$ cat src/rtl/rgb_pkg.sv
// rtl/rgb_pkg.sv - shared word layout, reset word and scheduler state encoding
//
// Purpose: common definitions for the pixel FIFO write-side scheduler.
//   Word layout: [31] valid, [30] stream_reset, [29:24] zero, [23:16] G,
//   [15:8] R, [7:0] B.
// Ports: none (package).
package rgb_pkg;

  localparam int BNUM_VALID        = 31;
  localparam int BNUM_STREAM_RESET = 30;
  localparam int G_HI = 23;
  localparam int G_LO = 16;
  localparam int R_HI = 15;
  localparam int R_LO = 8;
  localparam int B_HI = 7;
  localparam int B_LO = 0;

  localparam logic [31:0] RGB_WORD_RST = 32'hC000_0000;

  typedef enum logic [2:0] {
    S_IDLE     = 3'd0,
    S_COLLECT  = 3'd1,
    S_WRITE    = 3'd2,
    S_DROP     = 3'd3,
    S_RST_PEND = 3'd4
  } sched_state_t;

  // Build a pixel word from a G-R-B triple packed MSB first.
  function automatic logic [31:0] make_pix_word(input logic [23:0] grb);
    logic [31:0] w;
    w = '0;
    w[BNUM_VALID]        = 1'b1;
    w[BNUM_STREAM_RESET] = 1'b0;
    w[G_HI:G_LO]         = grb[23:16];
    w[R_HI:R_LO]         = grb[15:8];
    w[B_HI:B_LO]         = grb[7:0];
    return w;
  endfunction

endpackage

$ cat src/rtl/rgb_fifo_sched_if.sv
// rtl/rgb_fifo_sched_if.sv - FIFO write-side bus between scheduler and pixel FIFO
//
// Purpose: groups the FIFO write handshake.
// Signals:
//   wr_fifo_en    scheduler -> FIFO  1-clock write pulse per word
//   wr_fifo_data  scheduler -> FIFO  32-bit word
//   wr_fifo_full  FIFO -> scheduler  FIFO cannot accept a word this clock
// Modports: master (scheduler side), slave (FIFO side).
interface rgb_fifo_sched_if;
  logic        wr_fifo_en;
  logic [31:0] wr_fifo_data;
  logic        wr_fifo_full;

  modport master (
    output wr_fifo_en,
    output wr_fifo_data,
    input  wr_fifo_full
  );

  modport slave (
    input  wr_fifo_en,
    input  wr_fifo_data,
    output wr_fifo_full
  );
endinterface

$ cat src/rtl/rgb_pix_assemble.sv
// rtl/rgb_pix_assemble.sv - strobe edge detect and 24-bit pixel assembly
//
// Purpose: turns 2-clock decoder strobes into single-clock events and shifts
//   accepted data bits into a G-R-B pixel, MSB first.
// Ports:
//   clk, rst_n        clock, synchronous active-low reset
//   in_strobe         decoder event strobe (high 2 clocks per event)
//   in_stream_reset   1 = stream-reset event, 0 = data bit
//   in_sbit_value     data bit value
//   bit_en            scheduler accepts bit events this clock
//   evt_bit           single-clock data-bit event (regardless of bit_en)
//   evt_rst           single-clock stream-reset event
//   pix_ready         accepted bit completes a 24-bit pixel this clock
//   pix_grb           completed pixel, valid with pix_ready
module rgb_pix_assemble (
  input  logic        clk,
  input  logic        rst_n,
  input  logic        in_strobe,
  input  logic        in_stream_reset,
  input  logic        in_sbit_value,
  input  logic        bit_en,
  output logic        evt_bit,
  output logic        evt_rst,
  output logic        pix_ready,
  output logic [23:0] pix_grb
);

  logic        strobe_d;
  logic [22:0] shift_q;   // first 23 bits; the 24th is taken live from the input
  logic [4:0]  bit_cnt;
  logic        strobe_rise;
  logic        take_bit;

  assign strobe_rise = in_strobe & ~strobe_d;
  assign evt_bit     = strobe_rise & ~in_stream_reset;
  assign evt_rst     = strobe_rise & in_stream_reset;
  assign take_bit    = evt_bit & bit_en;
  assign pix_ready   = take_bit & (bit_cnt == 5'd23);
  assign pix_grb     = {shift_q, in_sbit_value};

  always_ff @(posedge clk) begin
    if (!rst_n) begin
      strobe_d <= 1'b0;
      shift_q  <= '0;
      bit_cnt  <= '0;
    end else begin
      strobe_d <= in_strobe;
      // A stream reset always discards any partial pixel.
      if (evt_rst) begin
        bit_cnt <= '0;
      end else if (take_bit) begin
        shift_q <= {shift_q[21:0], in_sbit_value};
        bit_cnt <= (bit_cnt == 5'd23) ? 5'd0 : bit_cnt + 5'd1;
      end
    end
  end

endmodule

$ cat src/rtl/rgb_fifo_sched.sv
// rtl/rgb_fifo_sched.sv - pixel FIFO write-side scheduler (top)
//
// Purpose: packs decoded WS2812b bits into 32-bit FIFO words, caps pixels per
//   frame, handles FIFO-full backpressure and closes every non-empty frame
//   with exactly one stream-reset word.
// Ports:
//   clk, rst_n        clock, synchronous active-low reset
//   in_strobe         decoder event strobe
//   in_stream_reset   qualifies strobe: 1 = stream reset, 0 = data bit
//   in_sbit_value     data bit value
//   fifo              FIFO write bus (master): wr_fifo_en/data out, wr_fifo_full in
//   out_pixel_count   pixels written in the last completed frame
//   out_frame_done    1-clock pulse with the stream-reset word write
//   out_overflow      sticky: data lost to FIFO full
//   out_truncated     sticky: pixels discarded beyond MAX_PIXELS
module rgb_fifo_sched
  import rgb_pkg::*;
#(
  parameter int MAX_PIXELS = 256,
  localparam int PCW = $clog2(MAX_PIXELS + 1)
) (
  input  logic                 clk,
  input  logic                 rst_n,
  input  logic                 in_strobe,
  input  logic                 in_stream_reset,
  input  logic                 in_sbit_value,
  rgb_fifo_sched_if.master     fifo,
  output logic [PCW-1:0]       out_pixel_count,
  output logic                 out_frame_done,
  output logic                 out_overflow,
  output logic                 out_truncated
);

  localparam logic [PCW-1:0] MAX_CNT = PCW'(MAX_PIXELS);

  sched_state_t   state;
  logic [PCW-1:0] frame_pixels;
  logic           last_was_rst;
  logic [31:0]    pix_word_q;
  logic           wr_en_q;
  logic [31:0]    wr_data_q;
  logic           fifo_full;

  logic           bit_en;
  logic           evt_bit;
  logic           evt_rst;
  logic           pix_ready;
  logic [23:0]    pix_grb;

  assign fifo_full         = fifo.wr_fifo_full;
  assign fifo.wr_fifo_en   = wr_en_q;
  assign fifo.wr_fifo_data = wr_data_q;

  // Bits are shifted in while collecting, and also in the clock a pending
  // word leaves, since that bit belongs to the next pixel rather than being lost.
  assign bit_en = (state == S_IDLE) || (state == S_COLLECT) ||
                  (((state == S_WRITE) || (state == S_RST_PEND)) && !fifo_full);

  rgb_pix_assemble u_assemble (
    .clk             (clk),
    .rst_n           (rst_n),
    .in_strobe       (in_strobe),
    .in_stream_reset (in_stream_reset),
    .in_sbit_value   (in_sbit_value),
    .bit_en          (bit_en),
    .evt_bit         (evt_bit),
    .evt_rst         (evt_rst),
    .pix_ready       (pix_ready),
    .pix_grb         (pix_grb)
  );

  always_ff @(posedge clk) begin
    if (!rst_n) begin
      state           <= S_IDLE;
      frame_pixels    <= '0;
      last_was_rst    <= 1'b1;
      pix_word_q      <= '0;
      wr_en_q         <= 1'b0;
      wr_data_q       <= '0;
      out_pixel_count <= '0;
      out_frame_done  <= 1'b0;
      out_overflow    <= 1'b0;
      out_truncated   <= 1'b0;
    end else begin
      wr_en_q        <= 1'b0;
      out_frame_done <= 1'b0;

      case (state)
        S_IDLE, S_COLLECT: begin
          if (evt_rst) begin
            // Back-to-back resets with nothing written in between are absorbed.
            if (last_was_rst && (frame_pixels == '0)) begin
              state <= S_IDLE;
            end else begin
              state <= S_RST_PEND;
            end
          end else if (pix_ready) begin
            if (frame_pixels < MAX_CNT) begin
              pix_word_q <= make_pix_word(pix_grb);
              state      <= S_WRITE;
            end else begin
              out_truncated <= 1'b1;
              state         <= S_COLLECT;
            end
          end else if (evt_bit) begin
            state <= S_COLLECT;
          end
        end

        S_WRITE: begin
          if (!fifo_full) begin
            wr_en_q      <= 1'b1;
            wr_data_q    <= pix_word_q;
            frame_pixels <= (frame_pixels == MAX_CNT) ? frame_pixels
                                                      : frame_pixels + PCW'(1);
            last_was_rst <= 1'b0;
            // A reset arriving in the same clock still closes the frame.
            state        <= evt_rst ? S_RST_PEND : S_COLLECT;
          end else if (evt_bit) begin
            out_overflow <= 1'b1;
            state        <= S_DROP;
          end else if (evt_rst) begin
            out_overflow <= 1'b1;
            state        <= S_RST_PEND;
          end
        end

        S_DROP: begin
          if (evt_rst) begin
            state <= S_RST_PEND;
          end
        end

        S_RST_PEND: begin
          if (!fifo_full) begin
            wr_en_q         <= 1'b1;
            wr_data_q       <= RGB_WORD_RST;
            out_frame_done  <= 1'b1;
            out_pixel_count <= frame_pixels;
            frame_pixels    <= '0;
            last_was_rst    <= 1'b1;
            state           <= evt_bit ? S_COLLECT : S_IDLE;
          end else if (evt_bit) begin
            out_overflow <= 1'b1;
          end
        end

        default: state <= S_IDLE;
      endcase
    end
  end

endmodule

$ cat src/flat_wrapper.sv
// flat-port wrapper written by rule: the top's interface ports become plain ports
module rgb_fifo_sched_flat import rgb_pkg::*;
#(
  parameter int MAX_PIXELS = 256,
  localparam int PCW = $clog2(MAX_PIXELS + 1)
)
  (clk, rst_n, in_strobe, in_stream_reset, in_sbit_value, out_pixel_count, out_frame_done, out_overflow, out_truncated, fifo_wr_fifo_en, fifo_wr_fifo_data, fifo_wr_fifo_full);
  rgb_fifo_sched_if fifo_i ();
  input  logic clk;
  input  logic rst_n;
  input  logic in_strobe;
  input  logic in_stream_reset;
  input  logic in_sbit_value;
  output logic [PCW-1:0] out_pixel_count;
  output logic out_frame_done;
  output logic out_overflow;
  output logic out_truncated;
  output wire logic [$bits(fifo_i.wr_fifo_en)-1:0] fifo_wr_fifo_en;
  output wire logic [$bits(fifo_i.wr_fifo_data)-1:0] fifo_wr_fifo_data;
  input wire logic [$bits(fifo_i.wr_fifo_full)-1:0] fifo_wr_fifo_full;
  assign fifo_wr_fifo_en = fifo_i.wr_fifo_en;
  assign fifo_wr_fifo_data = fifo_i.wr_fifo_data;
  assign fifo_i.wr_fifo_full = fifo_wr_fifo_full;
  rgb_fifo_sched #(.MAX_PIXELS(MAX_PIXELS)) u_core (.clk(clk), .rst_n(rst_n), .in_strobe(in_strobe), .in_stream_reset(in_stream_reset), .in_sbit_value(in_sbit_value), .fifo(fifo_i), .out_pixel_count(out_pixel_count), .out_frame_done(out_frame_done), .out_overflow(out_overflow), .out_truncated(out_truncated));
endmodule
$ cat config.mk
export PLATFORM = sky130hd
export DESIGN_NAME = rgb_fifo_sched_flat
export DESIGN_NICKNAME = d
export VERILOG_FILES = /design/src/rtl/rgb_pkg.sv /design/src/rtl/rgb_fifo_sched_if.sv /design/src/rtl/rgb_pix_assemble.sv /design/src/rtl/rgb_fifo_sched.sv /design/src/flat_wrapper.sv
export SDC_FILE = /design/constraint.sdc
export NUM_CORES = 1
export LEC_CHECK = 0
export ABC_AREA = 1
export CAP_MARGIN = 20
export CELL_PAD_IN_SITES_DETAIL_PLACEMENT = 1
export CELL_PAD_IN_SITES_GLOBAL_PLACEMENT = 1
export CORE_MARGIN = 4
export CORE_UTILIZATION = 30
export CTS_BUF_LIST = sky130_fd_sc_hd__clkbuf_8
export CTS_CLUSTER_DIAMETER = 30
export CTS_CLUSTER_SIZE = 20
export DETAILED_ROUTE_END_ITERATION = 12
export PLACE_DENSITY_LB_ADDON = 0.1
export SLEW_MARGIN = 0
export SYNTH_ARGS = -nofsm -noshare
export SYNTH_HDL_FRONTEND = slang
export SYNTH_SLANG_ARGS = --single-unit
$ cat constraint.sdc
create_clock -name clk -period 2.8 [get_ports clk]
set_input_delay 0.56 -clock clk [delete_from_list [all_inputs] [get_ports clk]]
set_output_delay 0.56 -clock clk [all_outputs]
set_load 0.02 [all_outputs]
# Word-level counts from Yosys, hierarchy flattened
# Index checks and enable logic that the tools add are counted.
[totals]
rom_bits = 0
mem_count = 0
out_inout_bits = 45
ramBits = 0
regBits = 112
latchBits = 0
[classes]
n_addsub = 2
muxes = 30
n_eq_ne = 14
magnitude_cmp = 1
n_reduce_logical = 22
n_div = 0
n_mul = 0
bitwise = 11
shift = 0
[ops]
columns = ["operator", "count"]
rows = [
  ["32-bit two-way mux", 2],
  ["32-bit one-hot mux with 2 select lines", 1],
  ["3-bit two-way mux", 9],
  ["9-bit two-way mux", 3],
  ["9-bit one-hot mux with 2 select lines", 1],
  ["3-bit one-hot mux with 4 select lines", 1],
  ["4-bit AND reduction", 3],
  ["2-bit inequality test, second input constant", 5],
  ["2-bit AND reduction", 5],
  ["9-bit by 1-bit adder with 9-bit output, second input constant", 1],
  ["9-bit equality test, second input constant", 1],
  ["9-bit zero test", 1],
  ["9-bit less-than comparator, second input constant", 1],
  ["1-bit two-way mux", 9],
  ["3-bit by 2-bit equality test with 1-bit output, second input constant", 2],
  ["1-bit inverter", 6],
  ["2-bit OR reduction", 3],
  ["5-bit by 1-bit adder with 5-bit output, second input constant", 1],
  ["1-bit AND", 5],
  ["5-bit equality test, second input constant", 1],
  ["5-bit two-way mux", 1],
  ["5-bit AND reduction", 1],
  ["4-bit by 1-bit inequality test with 1-bit output, second input constant", 1],
  ["1-bit one-hot mux with 2 select lines", 2],
  ["11 further kinds", 14],
]

# Longest topological paths before layout
# Gate-level depths: netlist (run 1).
[depth]
word_depth = 9
ltp_mapped = 11
ltp_nobuf = 10

# Cells and area by module
# From an unflattened synthesis (run 1), not the netlist that was laid out.
[hier_totals]
cells_unflattened = 576
area_unflattened_um2 = 4282.9
[modules_own_cells]
columns = ["mod", "cells_each", "area_per_inst_um2", "n_inst"]
rows = [
  ["rgb_fifo_sched", 425, 3159.3, 1],
  ["rgb_pix_assemble", 151, 1123.6, 1],
]

# Least setup slack after synthesis (run 1)
# Ideal clock, no wire load.
[synth_timing]
kind = "input to register"
startpoint = "input in_strobe"
endpoint = "register u_core.pix_word_q[15]"
path_stages = 10
setup_time_ps = 116
arrival_time_ps = 1505
path_buffers = 1
path_slack_ps = 1179
path_cell_list = "inv_1 > nor2_2 > inv_1 > nor2_4 > nand4_4 > nor2_8 > inv_4 > buf_6 > nor2_1 > nor2_1"
[synth_via]
elab_chain_cells = 5
[synth_rtl]
columns = ["item", "line", "text"]
rows = [
  ["start, declared", "flat_wrapper.sv:11", "input logic in_strobe;"],
  ["1-bit AND (*)", "rgb_pix_assemble.sv:34", "assign strobe_rise = in_strobe & ~strobe_d;"],
  ["1-bit AND", "rgb_pix_assemble.sv:35", "assign evt_bit = strobe_rise & ~in_stream_reset;"],
  ["1-bit AND", "rgb_pix_assemble.sv:37", "assign take_bit = evt_bit & bit_en;"],
  ["1-bit AND", "rgb_pix_assemble.sv:38", "assign pix_ready = take_bit & (bit_cnt == 5'd23);"],
  ["4-bit AND reduction (no line) (*)", "n/a", ""],
  ["end signal, assigned", "rgb_fifo_sched.sv:99", "pix_word_q <= make_pix_word(pix_grb);"],
  ["end, declared", "rgb_fifo_sched.sv:39", "logic [31:0] pix_word_q;"],
]
# Mark *: on every way between the ends. The rest lies on a longest branch, timed or not.
# A chain may end at the register's enable or synchronous reset.

# Worst setup path in the final report (run 1)
# Ends and elaborated chain as after synthesis.

==> impl_results.md, run 1 <==
* Share of layout cells above drive strength 1 at 7.21%
* Filler Cell Count at 1638
* Hpwl dp at 6.71 mm
* Crit path cell chain: clkdlybuf4s50_1 > inv_1 > nor2_2 > inv_1 > nor2_4 > nand4_4 > nor2_8 > buf_4 > o21ai_0 > nor2_1
* Cells after Synth at 529
* First-pass GRT wire length at 17.4 mm
* Critical Path AT at 2.30 ns
* Placed instance area at 4680 µm²
* Max incr delay on CP at 0.47 ns
* DR vias at 3492
* DRT iter0 DRCs at 192
* Clock-pin slew on the worst setup and hold paths at 0.10 ns
* Met1 Use GR at 16.8%
* Register area share after synthesis at 51.3%
* Synth top area share at 51.3%
* I/O Buffers at 44
* Switching power at 0.625 mW
* Met3 usage in global routing at 2.47%
* Clk_lat worst skew at 0.38 ns
* Sequential Area at 2120 µm²
* Root buffer cell: clkbuf_8
* Area of the multi-input gates at 1690 µm²
* Max_slew headroom at 51.1%
* Period Utilization, post-route at 70.7%
* GPL Wtd Cong at 0.783
* Die Span Y at 125 µm
* Final Critical Period at 1.98 ns
* Syn Area/Cell at 7.82 µm²
* Synth area leader: dfxtp_1
* Worst Skew at 0.0107 ns
* Setup crit start kind: input pin
* Fin area at 4880 µm²
* Worst Path Class, Setup: input pin to flop
* CP Data Required Time at 3.12 ns
* Htree depth at 3
* Hold WC Path Type: flop to flop
* Power per cell area at 542 nW/µm²
* Drt total wl at 10.1 mm
* # IOs at 51
* Internal at 2.02 mW
* Most common cell after layout, fill and taps aside: dfxtp_1
* Antenna Cells at 0
* Sequential Power Share at 58.5%
* Pin count of the biggest net entering global routing at 77
* Core Footprint at 13400 µm²
* Clock Path Buffers at 2
* Worst R2R Setup Slack at 0.91 ns
* Initial antenna violation count at 0
* Fin nets at 573
* Crit end category: flop
* Outcome: complete, no violations
* Slew @ Worst Pin at 0.734 ns
* Hold Buf Count CTS at 0
* Setup violators final at 0
* Area grow syn2layout at 18.1%
* Syn. warnings at 0
* Peak Freq at 505 MHz
* Overall global routing resource usage at 13.4%
* Most frequent cells in the layout: dfxtp_1 (106), nor2_1 (96), nand2_1 (69), o21ai_0 (60), nand3_1 (59)
* Initial Util at 30.9%
* Post-CTS Repair Setup Buffers at 0
* Most frequent cell on the critical path: inv_1
* Hold Vio Cnt, Final at 0
* Post-route DRC at 0
* Row cnt at 42
* DR WL/cell at 13.5 µm
* CTS tree: built
* CTS Buf Count at 9
* Synthesized area at 4140 µm²
* Setup TNS at 0 ns
* Chip width at 125 µm
* Maximum VDD drop at 154 µV
* Post_cts resized at 0
* Maxcap violations at 0
* Distinct cells, synth at 34
* Leak at 2.01 nW
* Combinational Power Share at 4.1%
* DR pass1 iterations at 4
* Synthesis-stage register bit count at 106
* Synth area leaders: dfxtp_1 (51%), nor2_1 (8.7%), o21ai_0 (7.3%)
* Vias in the first global route at 3528
* CP max stage cell: clkdlybuf4s50_1
* GR peak layer: met2
* Sw Share at 23.6%
* CTS Sinks at 106
* Drt via density at 4.69
* Crit path max fanout at 15
* M2 GR Usage at 22.6%
* Total gr overflow at 0
* Slew Limit Fails at 0
* Clock power frac at 37.5%
* Post-route ant nets at 0
* Die area at 15700 µm²
* RSZ-0062 raised after global routing: no
path summary, 6_finish.rpt:
path	startpoint	endpoint	cells after the start
setup / recovery	in_strobe	u_core.pix_word_q[15]	10
hold reg to reg	u_core.last_was_rst	u_core.last_was_rst	2
setup reg to reg	u_core.u_assemble.bit_cnt[0]	u_core.pix_word_q[15]	8
hold / removal	u_core.last_was_rst	u_core.last_was_rst	2
power groups by stage:
stage	Clock [mW]	Sequential (mW)	Combinational, mW
2_1_floorplan	0	1.58	0.0857
3_3_place_gp	0	1.58	0.106
3_5_place_dp	0	1.58	0.110
4_1_cts	1.04	1.55	0.110
5_1_grt	1.09	1.55	0.124
6_report	0.992	1.55	0.108
layer usage:
metal  vias to the layer above  wire, µm
li1                       1788         -
met1                      1655      4800
met2                        37      4810
met3                        12       276
met4                         0       193
met5                         -         0
logic make-up (layout without fill, tap and decap cells):
kind of cell               Yosys count  after routing  share of synthesized area [%]
and+or+nand+nor                    249            249                           26.5
AOI/OAI and AO/OA                   97             97                           12.6
DFF                                106            106                           51.3
buffers and inverters               71            106                           8.23
xor gates and xnor gates             2              2                          0.423
other                                1              6                         0.0906
adders and majority gates            3              3                          0.907
sequential cells by signal, summed over array words and instances, names as in the netlist:
| signal | count |
|---|---|
| u_core.out_overflow | 1 |
| u_core.fifo.wr_fifo_data | 26 |
| u_core.out_frame_done | 1 |
| u_core.u_assemble.bit_cnt | 5 |
| u_core.out_truncated | 1 |
| u_core.pix_word_q | 25 |
| u_core.out_pixel_count | 9 |
| u_core.state | 3 |
| u_core.u_assemble.strobe_d | 1 |
| u_core.u_assemble.shift_q | 23 |
| u_core.fifo.wr_fifo_en | 1 |
| u_core.last_was_rst | 1 |
| u_core.frame_pixels | 9 |
worst max-delay path, delay by kind of cell:
family	cells	cell delay [ns]
compound gates	1	0.11
buf+inv	4	0.86
simple gates	5	0.77
through the flow:
| step | setup slack (ns) | hold slack [ns] | power (mW) | instances | utilization [%] |
|---|---|---|---|---|---|
| CTS | 0.794 | 0.469 | 2.69 | 745 | 36.5 |
| global placement | 0.478 | 0.442 | 1.69 | 729 | 34.9 |
| floorplan | 1.18 | 0.428 | 1.66 | 534 | - |
| detailed placement | 0.406 | 0.451 | 1.69 | 729 | 34.9 |
| finish | 0.821 | 0.462 | 2.65 | 745 | 36.5 |
| global route | 0.623 | 0.489 | 2.77 | 745 | 36.5 |
cell type report:
cell class	instances	share of cell area [%]
clock buffer	11	3.10
clock inverter	5	1.08
inverter	37	2.89
multi-input combinational	357	34.7
sequential	106	43.4
tap	176	4.51
timing repair buffer	53	10.3
Yosys cell counts:
cell / n
nand3_1: 59
inv_1: 32
buf_2: 6
conb_1: 1
buf_6: 4
dfxtp_1: 106
buf_4: 9
o21ai_0: 60
clkbuf_1: 13
a21oi_2: 1
inv_4: 1
nand4_1: 7
a211oi_1: 2
nor3_1: 10
nand2_2: 3
nand3_2: 1
o21a_1: 1
nand4_4: 1
nor2_8: 1
o211a_1: 1
o21ai_1: 4
a21oi_1: 24
nor2_2: 1
xor2_1: 2
inv_2: 4
nor2_1: 96
o21ai_2: 1
nand2_1: 69
o211ai_1: 1
nor2_4: 1
ha_1: 3
a31oi_1: 1
a21oi_4: 1
buf_1: 2
Power figures use the tool's default switching activity.
==> run 2: changes to the inputs <==
- clock period: 2.8 -> 1.7 ns (I/O delays scaled with it)
==> impl_results.md, run 2 (synthesized netlist as in run 1, its figures left out) <==
* DR WL/cell at 14.2 µm (+4.8%)
* Critical Path End: u_core.pix_word_q[23]
* Placed instance area at 4970 µm² (+6.1%)
* Hold Buf Count CTS at 0 (unchanged)
* Setup crit start kind: flop
* Most frequent cells in the layout: dfxtp_1 (101), nor2_1 (92), nand2_1 (66), nand3_1 (58), o21ai_0 (47)
* Antenna Cells at 0 (unchanged)
* Core Footprint at 13400 µm² (unchanged)
* Leak at 2.60 nW (+29%)
* Setup violators final at 0 (unchanged)
* Outcome: complete, no violations
* Crit end category: flop
* Worst R2R Start: u_core.state[1]
* Die Span Y at 125 µm (unchanged)
* Post-route ant nets at 0 (unchanged)
* Worst hold path stage count at 3 (+1)
* Post-route insts no fill at 792 (+6.3%)
* Slew Limit Fails at 0 (unchanged)
* Drt total wl at 11.2 mm (+11%)
* Die area at 15700 µm² (unchanged)
* Total gr overflow at 0 (unchanged)
* Worst slack at placement at -0.357 ns (-0.764 ns)
* Flip-flop count of the largest register after layout at 26 (unchanged)
* Metal-1 WL at 5.24 mm (+9.1%)
* Vias in the first global route at 3693 (+4.7%)
* Maximum VDD drop at 285 µV (+85%)
* Hold Vio Cnt, Final at 0 (unchanged)
* Worst R2R Setup Slack at 0.05 ns (-0.86 ns)
* Worst Reg-to-Reg Cells at 8 (unchanged)
* Critical Path AT at 1.97 ns (-0.33 ns)
* Sequential Power Share at 58.2% (-0.3 points)
* Power per cell area at 798 nW/µm² (+47%)
* I/O Buffers at 44 (unchanged)
* Worst Skew at 0.0138 ns (+0.00316 ns)
* GPL Wtd Cong at 0.751 (-4.1%)
* Fin worst setup slack at 0.0479 ns (-0.773 ns)
* Period Utilization, post-route at 97.2%
* Hold WC Path Type: input pin to flop
* # placed instances at 759 (+4.1%)
* Share of layout cells above drive strength 1 at 18.5% (+11 points)
* Peak Freq at 605 MHz
* Post-route DRC at 0 (unchanged)
* Internal at 3.29 mW (+63%)
* Drt via density at 4.68 (-0.25%)
* First-pass GRT wire length at 17.7 mm (+2.0%)
* Met3 Wirelength at 302 µm (+9.4%)
* CTS Buf Count at 9 (unchanged)
* Area grow syn2layout at 32.7%
* Chip width at 125 µm (unchanged)
* Reg2reg end: u_core.pix_word_q[23]
* Htree depth at 3 (unchanged)
* DR vias at 3703 (+6.0%)
* Hpwl dp at 7.20 mm (+7.3%)
* Row cnt at 42 (unchanged)
* Setup TNS at 0 ns (unchanged)
* Maxcap violations at 0 (unchanged)
* Clock Path Buffers at 2 (unchanged)
* Combinational Power Share at 5.7% (+1.6 points)
* Switching power at 1.09 mW (+74%)
* DR pass1 iterations at 4 (unchanged)
* Initial antenna violation count at 0 (unchanged)
* Clock power frac at 36.1% (-1.4 points)
* Fin nets at 620 (+8.2%)
* Overall global routing resource usage at 13.6% (+0.23 points)
* CTS Sinks at 106 (unchanged)
* Final Critical Period at 1.65 ns
* CP Data Required Time at 2.01 ns (-1.11 ns)
* Root buffer cell: clkbuf_8
* Routed length on met2 at 5.51 mm (+15%)
* # IOs at 51 (unchanged)
* Fin area at 5490 µm² (+12%)
* CTS tree: built
* Crit path max fanout at 8 (-7)
* Worst Path Class, Setup: flop to flop
* DRT iter0 DRCs at 124 (-35%)
* RSZ-0062 raised after global routing: yes
* Initial Util at 30.9% (unchanged)
* Crit path launch: u_core.state[1]
* Top Metal Used: met4
* Pin count of the biggest net entering global routing at 46 (-40%)
* Clock-pin slew on the worst setup and hold paths at 0.10 ns (about the same)
* Sw Share at 24.9% (+1.3 points)
* Most common cell after layout, fill and taps aside: dfxtp_1
* Clk_lat worst skew at 0.38 ns (about the same)
## run 2: layout make-up
class / instances / area (µm²)
Multi-Input combinational cell: 357 / 1800
Clock inverter: 4 / 32.5
Fill cell: 1661 / 7910
Tap cell: 176 / 220
Timing Repair Buffer: 99 / 973
Sequential cell: 106 / 2140
Inverter: 37 / 153
Timing Repair inverter: 1 / 7.51
Clock buffer: 12 / 165
## run 2: how the worst min path moves through the flow
stage	from	end
6_report	in_strobe	u_core.u_assemble.strobe_d
5_1_grt	in_strobe	u_core.u_assemble.strobe_d
4_1_cts	rst_n	u_core.u_assemble.strobe_d
3_5_place_dp	u_core.out_overflow	u_core.out_overflow
3_3_place_gp	u_core.out_pixel_count[6]	u_core.out_pixel_count[6]
2_1_floorplan	u_core.last_was_rst	u_core.last_was_rst
## run 2: per-layer routing
layer  track usage (%)  vias up
li1                  -     1888
met1              16.7     1765
met2              23.8       37
met3              2.35       13
met4              5.36        0
met5                 0        -
## run 2: worst max-delay path: stages, from the launching register on
cell and delay, ns:
dfxtp_4 0.40, o21ai_4 0.19, nand3_4 0.13, nand2_4 0.10, nand4_4 0.14, nor2_8 0.27, clkbuf_16 0.21, o21ai_2 0.05
nor2_1 0.10
## run 2: repair_timing
item | 4_1_cts | 5_1_grt
setup buffers | 1 | 12
pin swaps | 1 | 21
gates cloned | 0 | 4
endpoints found under the setup margin | 41 | 62
gates resized for setup | 20 | 68
## run 2: metrics by stage
stage	hold slack [ns]	utilization, %	total power [mW]
after floorplan	0.428	-	2.74
after global placement	0.440	37.1	2.82
after detailed placement	0.443	37.1	2.83
after CTS	0.277	38.5	4.42
after global routing	0.234	41.0	4.58
final	0.205	41.0	4.38
## run 2: power groups by stage
stage / Sequential [mW] / Clock (mW) / Combinational (mW)
2_1_floorplan: 2.60 / 0 / 0.141
3_3_place_gp: 2.61 / 0 / 0.214
3_5_place_dp: 2.61 / 0 / 0.220
4_1_cts: 2.55 / 1.65 / 0.221
5_1_grt: 2.56 / 1.75 / 0.279
6_report: 2.55 / 1.58 / 0.248
==> run 3: changes to the inputs <==
- CAP_MARGIN: 20 -> 5
- HOLD_SLACK_MARGIN: default -> 0.05
==> results of run 3 <==
No change in the layout: final DEF, timing and power equal those of run 2.
